### config.mk
export PLATFORM = sky130hd
export DESIGN_NAME = vram_arbiter_flat
export DESIGN_NICKNAME = d
export VERILOG_FILES = /design/src/rtl/vram_arbiter_if.sv /design/src/rtl/vram_arbiter.sv /design/src/flat_wrapper.sv
export SDC_FILE = /design/constraint.sdc
export NUM_CORES = 1
export LEC_CHECK = 0
export ABC_AREA = 1
export CORE_ASPECT_RATIO = 1.25
export CORE_UTILIZATION = 57
export DETAILED_ROUTE_END_ITERATION = 8
export PLACE_DENSITY = 0.86
export SYNTH_ARGS = -nofsm -noshare
export SYNTH_HDL_FRONTEND = slang
export SYNTH_SLANG_ARGS = --single-unit
### constraint.sdc
create_clock -name pixClk -period 3.3 [get_ports pixClk]
set_clock_uncertainty 0.15 [all_clocks]
set_input_delay 0.66 -clock pixClk [delete_from_list [all_inputs] [get_ports pixClk]]
set_output_delay 0.66 -clock pixClk [all_outputs]
set_load 0.01 [all_outputs]
### src/rtl/vram_arbiter_if.sv
// rtl/vram_arbiter_if.sv - signal bundle between the VRAM arbiter, fetch/snoop logic and VRAM pins
interface vram_arbiter_if;
  logic [2:0]  seq;
  logic        vidReq;
  logic [14:0] vidAddr;
  logic [7:0]  vidData;
  logic        vidDataValid;
  logic        wrValid;
  logic [14:0] wrAddr;
  logic [7:0]  wrData;
  logic        wrReady;
  logic        fifoEmpty;
  logic        overflow;
  logic [14:0] vramAddr;
  logic [7:0]  vramDataIn;
  logic [7:0]  vramDataOut;
  logic        vramDrive;
  logic        nvramOE;
  logic        nvramWE;

  modport master (
    input  seq, vidReq, vidAddr, wrValid, wrAddr, wrData, vramDataIn,
    output vidData, vidDataValid, wrReady, fifoEmpty, overflow,
           vramAddr, vramDataOut, vramDrive, nvramOE, nvramWE
  );

  modport slave (
    output seq, vidReq, vidAddr, wrValid, wrAddr, wrData, vramDataIn,
    input  vidData, vidDataValid, wrReady, fifoEmpty, overflow,
           vramAddr, vramDataOut, vramDrive, nvramOE, nvramWE
  );
endinterface

### src/rtl/vram_arbiter.sv
// rtl/vram_arbiter.sv - VRAM port sequencer: one reserved video read per 8-cycle character,
// queued CPU writes drained in the remaining slots.
module vram_arbiter #(
  parameter int FIFO_DEPTH = 4,
  parameter int VID_SLOT   = 0
) (
  input  logic           pixClk,
  input  logic           reset,
  vram_arbiter_if.master bus
);
  localparam int PW = $clog2(FIFO_DEPTH);
  localparam int CW = PW + 1;
  localparam logic [CW-1:0] FULL_CNT = CW'(FIFO_DEPTH);
  localparam logic [2:0]    VID_OFF  = 3'(VID_SLOT);

  typedef enum logic [2:0] {IDLE, RD1, RD2, WSET, WPUL, WHLD} state_t;
  state_t state, nextState;

  logic [2:0] off;
  assign off = bus.seq - VID_OFF;

  logic [14:0]   qAddr [FIFO_DEPTH];
  logic [7:0]    qData [FIFO_DEPTH];
  logic [PW-1:0] rdPtr, wrPtr;
  logic [CW-1:0] count, countNext;
  logic          push, pop;

  assign push      = bus.wrValid && bus.wrReady;
  assign pop       = (state == WPUL);
  assign countNext = count + CW'(push) - CW'(pop);

  // A write may only start at off<=5 so its three cycles end by off 7.
  logic vidStart, wrStart;
  assign vidStart = (off == 3'd0) && bus.vidReq;
  assign wrStart  = (count != '0) && (off <= 3'd5) && !vidStart;

  always_ff @(posedge pixClk or posedge reset) begin
    if (reset) state <= IDLE;
    else       state <= nextState;
  end

  // RD2 and WHLD dispatch directly so back-to-back slots lose no cycle.
  always_comb begin
    nextState = state;
    case (state)
      IDLE, RD2, WHLD: begin
        if (vidStart)     nextState = RD1;
        else if (wrStart) nextState = WSET;
        else              nextState = IDLE;
      end
      RD1:     nextState = RD2;
      WSET:    nextState = WPUL;
      WPUL:    nextState = WHLD;
      default: nextState = IDLE;
    endcase
  end

  logic oeNext, weNext, driveNext, loadVid, loadWr;
  always_comb begin
    oeNext    = 1'b1;
    weNext    = 1'b1;
    driveNext = 1'b0;
    loadVid   = 1'b0;
    loadWr    = 1'b0;
    case (nextState)
      RD1: begin
        oeNext  = 1'b0;
        loadVid = 1'b1;
      end
      RD2:  oeNext = 1'b0;
      WSET: begin
        driveNext = 1'b1;
        loadWr    = 1'b1;
      end
      WPUL: begin
        driveNext = 1'b1;
        weNext    = 1'b0;
      end
      WHLD:    driveNext = 1'b1;
      default: ;
    endcase
  end

  always_ff @(posedge pixClk or posedge reset) begin
    if (reset) begin
      bus.nvramOE      <= 1'b1;
      bus.nvramWE      <= 1'b1;
      bus.vramDrive    <= 1'b0;
      bus.vramAddr     <= '0;
      bus.vramDataOut  <= '0;
      bus.vidData      <= '0;
      bus.vidDataValid <= 1'b0;
    end else begin
      bus.nvramOE      <= oeNext;
      bus.nvramWE      <= weNext;
      bus.vramDrive    <= driveNext;
      bus.vidDataValid <= (state == RD2);
      if (state == RD2) bus.vidData <= bus.vramDataIn;
      if (loadVid) begin
        bus.vramAddr <= bus.vidAddr;
      end else if (loadWr) begin
        bus.vramAddr    <= qAddr[rdPtr];
        bus.vramDataOut <= qData[rdPtr];
      end
    end
  end

  // Queue storage needs no reset; the pointers and count define validity.
  always_ff @(posedge pixClk) begin
    if (push) begin
      qAddr[wrPtr] <= bus.wrAddr;
      qData[wrPtr] <= bus.wrData;
    end
  end

  always_ff @(posedge pixClk or posedge reset) begin
    if (reset) begin
      rdPtr         <= '0;
      wrPtr         <= '0;
      count         <= '0;
      bus.wrReady   <= 1'b1;
      bus.fifoEmpty <= 1'b1;
      bus.overflow  <= 1'b0;
    end else begin
      if (push) wrPtr <= wrPtr + 1'b1;
      if (pop)  rdPtr <= rdPtr + 1'b1;
      count         <= countNext;
      bus.wrReady   <= (countNext != FULL_CNT);
      bus.fifoEmpty <= (countNext == '0);
      if (bus.wrValid && !bus.wrReady) bus.overflow <= 1'b1;
    end
  end
endmodule

### src/flat_wrapper.sv
// flat-port wrapper written by rule: the top's interface ports become plain ports
module vram_arbiter_flat 
#(
  parameter int FIFO_DEPTH = 4,
  parameter int VID_SLOT   = 0
)
  (pixClk, reset, bus_seq, bus_vidReq, bus_vidAddr, bus_wrValid, bus_wrAddr, bus_wrData, bus_vramDataIn, bus_vidData, bus_vidDataValid, bus_wrReady, bus_fifoEmpty, bus_overflow, bus_vramAddr, bus_vramDataOut, bus_vramDrive, bus_nvramOE, bus_nvramWE);
  vram_arbiter_if bus_i ();
  input  logic pixClk;
  input  logic reset;
  input wire logic [$bits(bus_i.seq)-1:0] bus_seq;
  input wire logic [$bits(bus_i.vidReq)-1:0] bus_vidReq;
  input wire logic [$bits(bus_i.vidAddr)-1:0] bus_vidAddr;
  input wire logic [$bits(bus_i.wrValid)-1:0] bus_wrValid;
  input wire logic [$bits(bus_i.wrAddr)-1:0] bus_wrAddr;
  input wire logic [$bits(bus_i.wrData)-1:0] bus_wrData;
  input wire logic [$bits(bus_i.vramDataIn)-1:0] bus_vramDataIn;
  output wire logic [$bits(bus_i.vidData)-1:0] bus_vidData;
  output wire logic [$bits(bus_i.vidDataValid)-1:0] bus_vidDataValid;
  output wire logic [$bits(bus_i.wrReady)-1:0] bus_wrReady;
  output wire logic [$bits(bus_i.fifoEmpty)-1:0] bus_fifoEmpty;
  output wire logic [$bits(bus_i.overflow)-1:0] bus_overflow;
  output wire logic [$bits(bus_i.vramAddr)-1:0] bus_vramAddr;
  output wire logic [$bits(bus_i.vramDataOut)-1:0] bus_vramDataOut;
  output wire logic [$bits(bus_i.vramDrive)-1:0] bus_vramDrive;
  output wire logic [$bits(bus_i.nvramOE)-1:0] bus_nvramOE;
  output wire logic [$bits(bus_i.nvramWE)-1:0] bus_nvramWE;
  assign bus_i.seq = bus_seq;
  assign bus_i.vidReq = bus_vidReq;
  assign bus_i.vidAddr = bus_vidAddr;
  assign bus_i.wrValid = bus_wrValid;
  assign bus_i.wrAddr = bus_wrAddr;
  assign bus_i.wrData = bus_wrData;
  assign bus_i.vramDataIn = bus_vramDataIn;
  assign bus_vidData = bus_i.vidData;
  assign bus_vidDataValid = bus_i.vidDataValid;
  assign bus_wrReady = bus_i.wrReady;
  assign bus_fifoEmpty = bus_i.fifoEmpty;
  assign bus_overflow = bus_i.overflow;
  assign bus_vramAddr = bus_i.vramAddr;
  assign bus_vramDataOut = bus_i.vramDataOut;
  assign bus_vramDrive = bus_i.vramDrive;
  assign bus_nvramOE = bus_i.nvramOE;
  assign bus_nvramWE = bus_i.nvramWE;
  vram_arbiter #(.FIFO_DEPTH(FIFO_DEPTH), .VID_SLOT(VID_SLOT)) u_core (.pixClk(pixClk), .reset(reset), .bus(bus_i));
endmodule
==> metrics.txt <==
outcome=completed; CTS sink count=140; CTS clk-pin slew, worst paths=0.05 ns; DP HPWL=7260 um; pwr/cell area=966 mW/mm^2; Setup crit end=u_core.bus.fifoEmpty; reg-to-reg endpoint=u_core.bus.fifoEmpty; Clock Path Buffers=2; WL/cell=16.2 um; Post-synth top flop=edfxtp_1; R2R setup slack=0.92 ns; crit share post-route=72.2%; min-delay worst type=flip-flop to flip-flop; first-pass GRT wire length=19600 um; sequential area share after synthesis=69.4%; Critical Path Start Type=flip-flop; final wirelength=12000 um; Max IR drop VDD=0.000595 V; worst r2r src=u_core.state[0]; hold buffer count at cts=0; via/cell ratio=5.29; Worst Path Required=3.47 ns; Ports=91; placed cells=707; fin. max-slew vios=0; Die X=91.6 um; gpl congestion=0.811; # setup viols final=0; Worst-Margin Slew=0.715 ns; pin count of the biggest net entering global routing=48; Seq cells post-synth=140; DR pass1 iterations=5; Post-Layout Inst Area=0.00727 mm^2; most frequent cells after synthesis=nand2_1, edfxtp_1, nor2_1; Die Area=0.0104 mm^2; crit path launch=u_core.state[0]; Synth Net Count=564; I/O Buffers=90; vias=3908; H-tree lvl count=4; Top delay family on crit path=adder cells; global route overflow=0; clock tree from TritonCTS=done; Setup CP Type=flip-flop to flip-flop; multi-input logic area=0.00142 mm^2; Leakage=3.01 nW; number of synthesized flops with an enable pin=92; fin crit period=2.38 ns; CP most frequent cell=inv_1; synthesized area=0.00572 mm^2; post-synth top area share=48.3%; ys async rst share=34.3%; fraction of layout cells with a size suffix above 1=10.1%; First DRT Iteration DRCs=261; Core ar.=0.00966 mm^2; Placement Cell Area=0.00671 mm^2; vias in the first global route=3966; Worst path slowest cell=dfrtp_1; Layout area overhead=27.2%; Worst Reg2Reg Path Length in Cells=11; RSZ-0062 raised after global routing=false; n_diodes=0; crit path buf inv count=3; number of fill cells in the layout=603; synth top area cells=edfxtp_1, dfrtp_1, nand2_1; Num CTS Buffers=17; crit path cell chain=inv_1, nand2_1, nor2_1, ha_1, inv_1, ha_1, inv_1, fa_1, xnor2_1, xnor2_1, nor3_1; non-filler cells, final=739; Post-Syn Instances=504; drt drc=0; Antenna Nets Post-Route=0; Max Cap Viol=0; CTS root buf=clkbuf_16; PostCTS Resize Cnt=0; Total Nets Final=660; Hold Vio Cnt, Final=0; post-layout util=75.3%; biggest area consumer among synthesized cells=edfxtp_1; die height=114 um; GRT Util Overall=25.2%; row count=40; Clk Latency, worst-skew pair=0.41 ns; Critical Path Stages=11; setup TNS=0 ns; sequential cell area=0.00397 mm^2; Hold WS=0.323 ns; Unique masters post-synth=28; Worst EP arrival=2.56 ns; Synth Warn #=0; max_slew headroom=52.2%; crit-path max FO=4; fmax=420 MHz; max incr delay on CP=0.41 ns; Worst setup EP type=flip-flop; initial antenna violation count=0; synthesized area per cell=11.3 um^2; post-CTS setup buffer count=0; Initial Utilization=59.2%; cell with the most instances after synthesis=nand2_1
-- worst min-delay path by stage --
stage                          startpoint               endpoint  slack, ns  cells past startpoint
finish                u_core.bus.overflow    u_core.bus.overflow       0.32                      1
global route          u_core.bus.overflow    u_core.bus.overflow       0.35                      1
CTS                 u_core.bus.vidData[7]  u_core.bus.vidData[7]       0.33                      2
detailed placement    u_core.bus.overflow    u_core.bus.overflow       0.31                      1
global placement    u_core.bus.vidData[4]  u_core.bus.vidData[4]       0.30                      2
floorplan                 u_core.state[1]     u_core.bus.nvramWE       0.30                      1
-- cell type report --
type	count	share of cell area, %
Clock buffer	24	6.78
Clock inverter	8	0.895
Inverter	57	2.94
Multi-Input combinational cell	287	19.5
Sequential cell	140	54.6
Tap cell	126	2.17
Timing Repair Buffer	97	13.1
-- sequential cells by signal, indices dropped and copies added, names as in the netlist --
name / cells
u_core.bus.fifoEmpty: 1
u_core.count: 3
u_core.bus.vramAddr: 15
u_core.qAddr: 60
u_core.state: 3
u_core.qData: 32
u_core.bus.nvramOE: 1
u_core.bus.overflow: 1
u_core.bus.vramDrive: 1
u_core.rdPtr: 2
u_core.bus.wrReady: 1
u_core.bus.vramDataOut: 8
u_core.bus.vidDataValid: 1
u_core.bus.nvramWE: 1
u_core.wrPtr: 2
u_core.bus.vidData: 8
-- cells by family (layout without fill, tap and decap cells) --
logic type	count (synthesis)	after routing	synth area share (%)
AO/OA/AOI/OAI	84	84	7.64
buffers and inverters	77	186	5.93
AND/OR/NAND/NOR	184	184	12.7
multiplexers	8	8	1.97
flip-flops	140	140	69.4
XOR/XNOR	4	4	0.613
adder cells (fa/ha/maj)	7	7	1.66
-- metrics by stage --
step                      power (mW)  setup WS [ns]
after floorplan                 4.33          0.963
after global placement          5.09          0.634
after detailed placement        5.23          0.527
after CTS                       7.05          0.897
after global routing            7.46          0.760
final                           7.02          0.918
-- worst reg2reg max path: stages, from the launching register on --
cell and delay [ns]:
dfrtp_1 0.41, inv_1 0.07, nand2_1 0.07, nor2_1 0.22
ha_1 0.28, inv_1 0.05, ha_1 0.12, inv_1 0.05
fa_1 0.38, xnor2_1 0.15, xnor2_1 0.17, nor3_1 0.17
-- report_power, final --
part / leakage [nW] / internal [mW] / total, mW / switching (mW)
logic: 1.32 / 1.07 / 2.60 / 1.52
clock network: 0.282 / 1.11 / 1.76 / 0.651
registers: 1.41 / 2.42 / 2.66 / 0.238
total: 3.01 / 4.61 / 7.02 / 2.41
-- layout by cell type (no fill, tap or decap), types with 3 or more instances in the layout --
cell type | synthesis | layout
a21oi_1 | 13 | 13
buf_4 | 3 | 7
clkbuf_1 | 6 | 4
clkbuf_16 | 0 | 18
clkdlybuf4s50_1 | 0 | 90
clkinv_2 | 0 | 7
dfrtp_1 | 44 | 44
dfstp_2 | 4 | 4
edfxtp_1 | 92 | 92
ha_1 | 6 | 6
inv_1 | 51 | 50
inv_2 | 6 | 7
mux2_4 | 6 | 6
nand2_1 | 98 | 98
nand3_1 | 7 | 7
nand4_1 | 3 | 3
nor2_1 | 71 | 67
nor2_2 | 0 | 4
o21ai_0 | 47 | 47
o21ai_1 | 12 | 12
o22ai_1 | 11 | 11
-- per-layer routing --
layer	vias up	GRT usage (%)	part of all wire, %
met5	-	0	0
met3	16	6.60	6.5
met1	1868	30.1	40
li1	1871	-	-
met2	153	44.3	53
met4	0	8.89	1.3
Power figures use the tool's default switching activity.
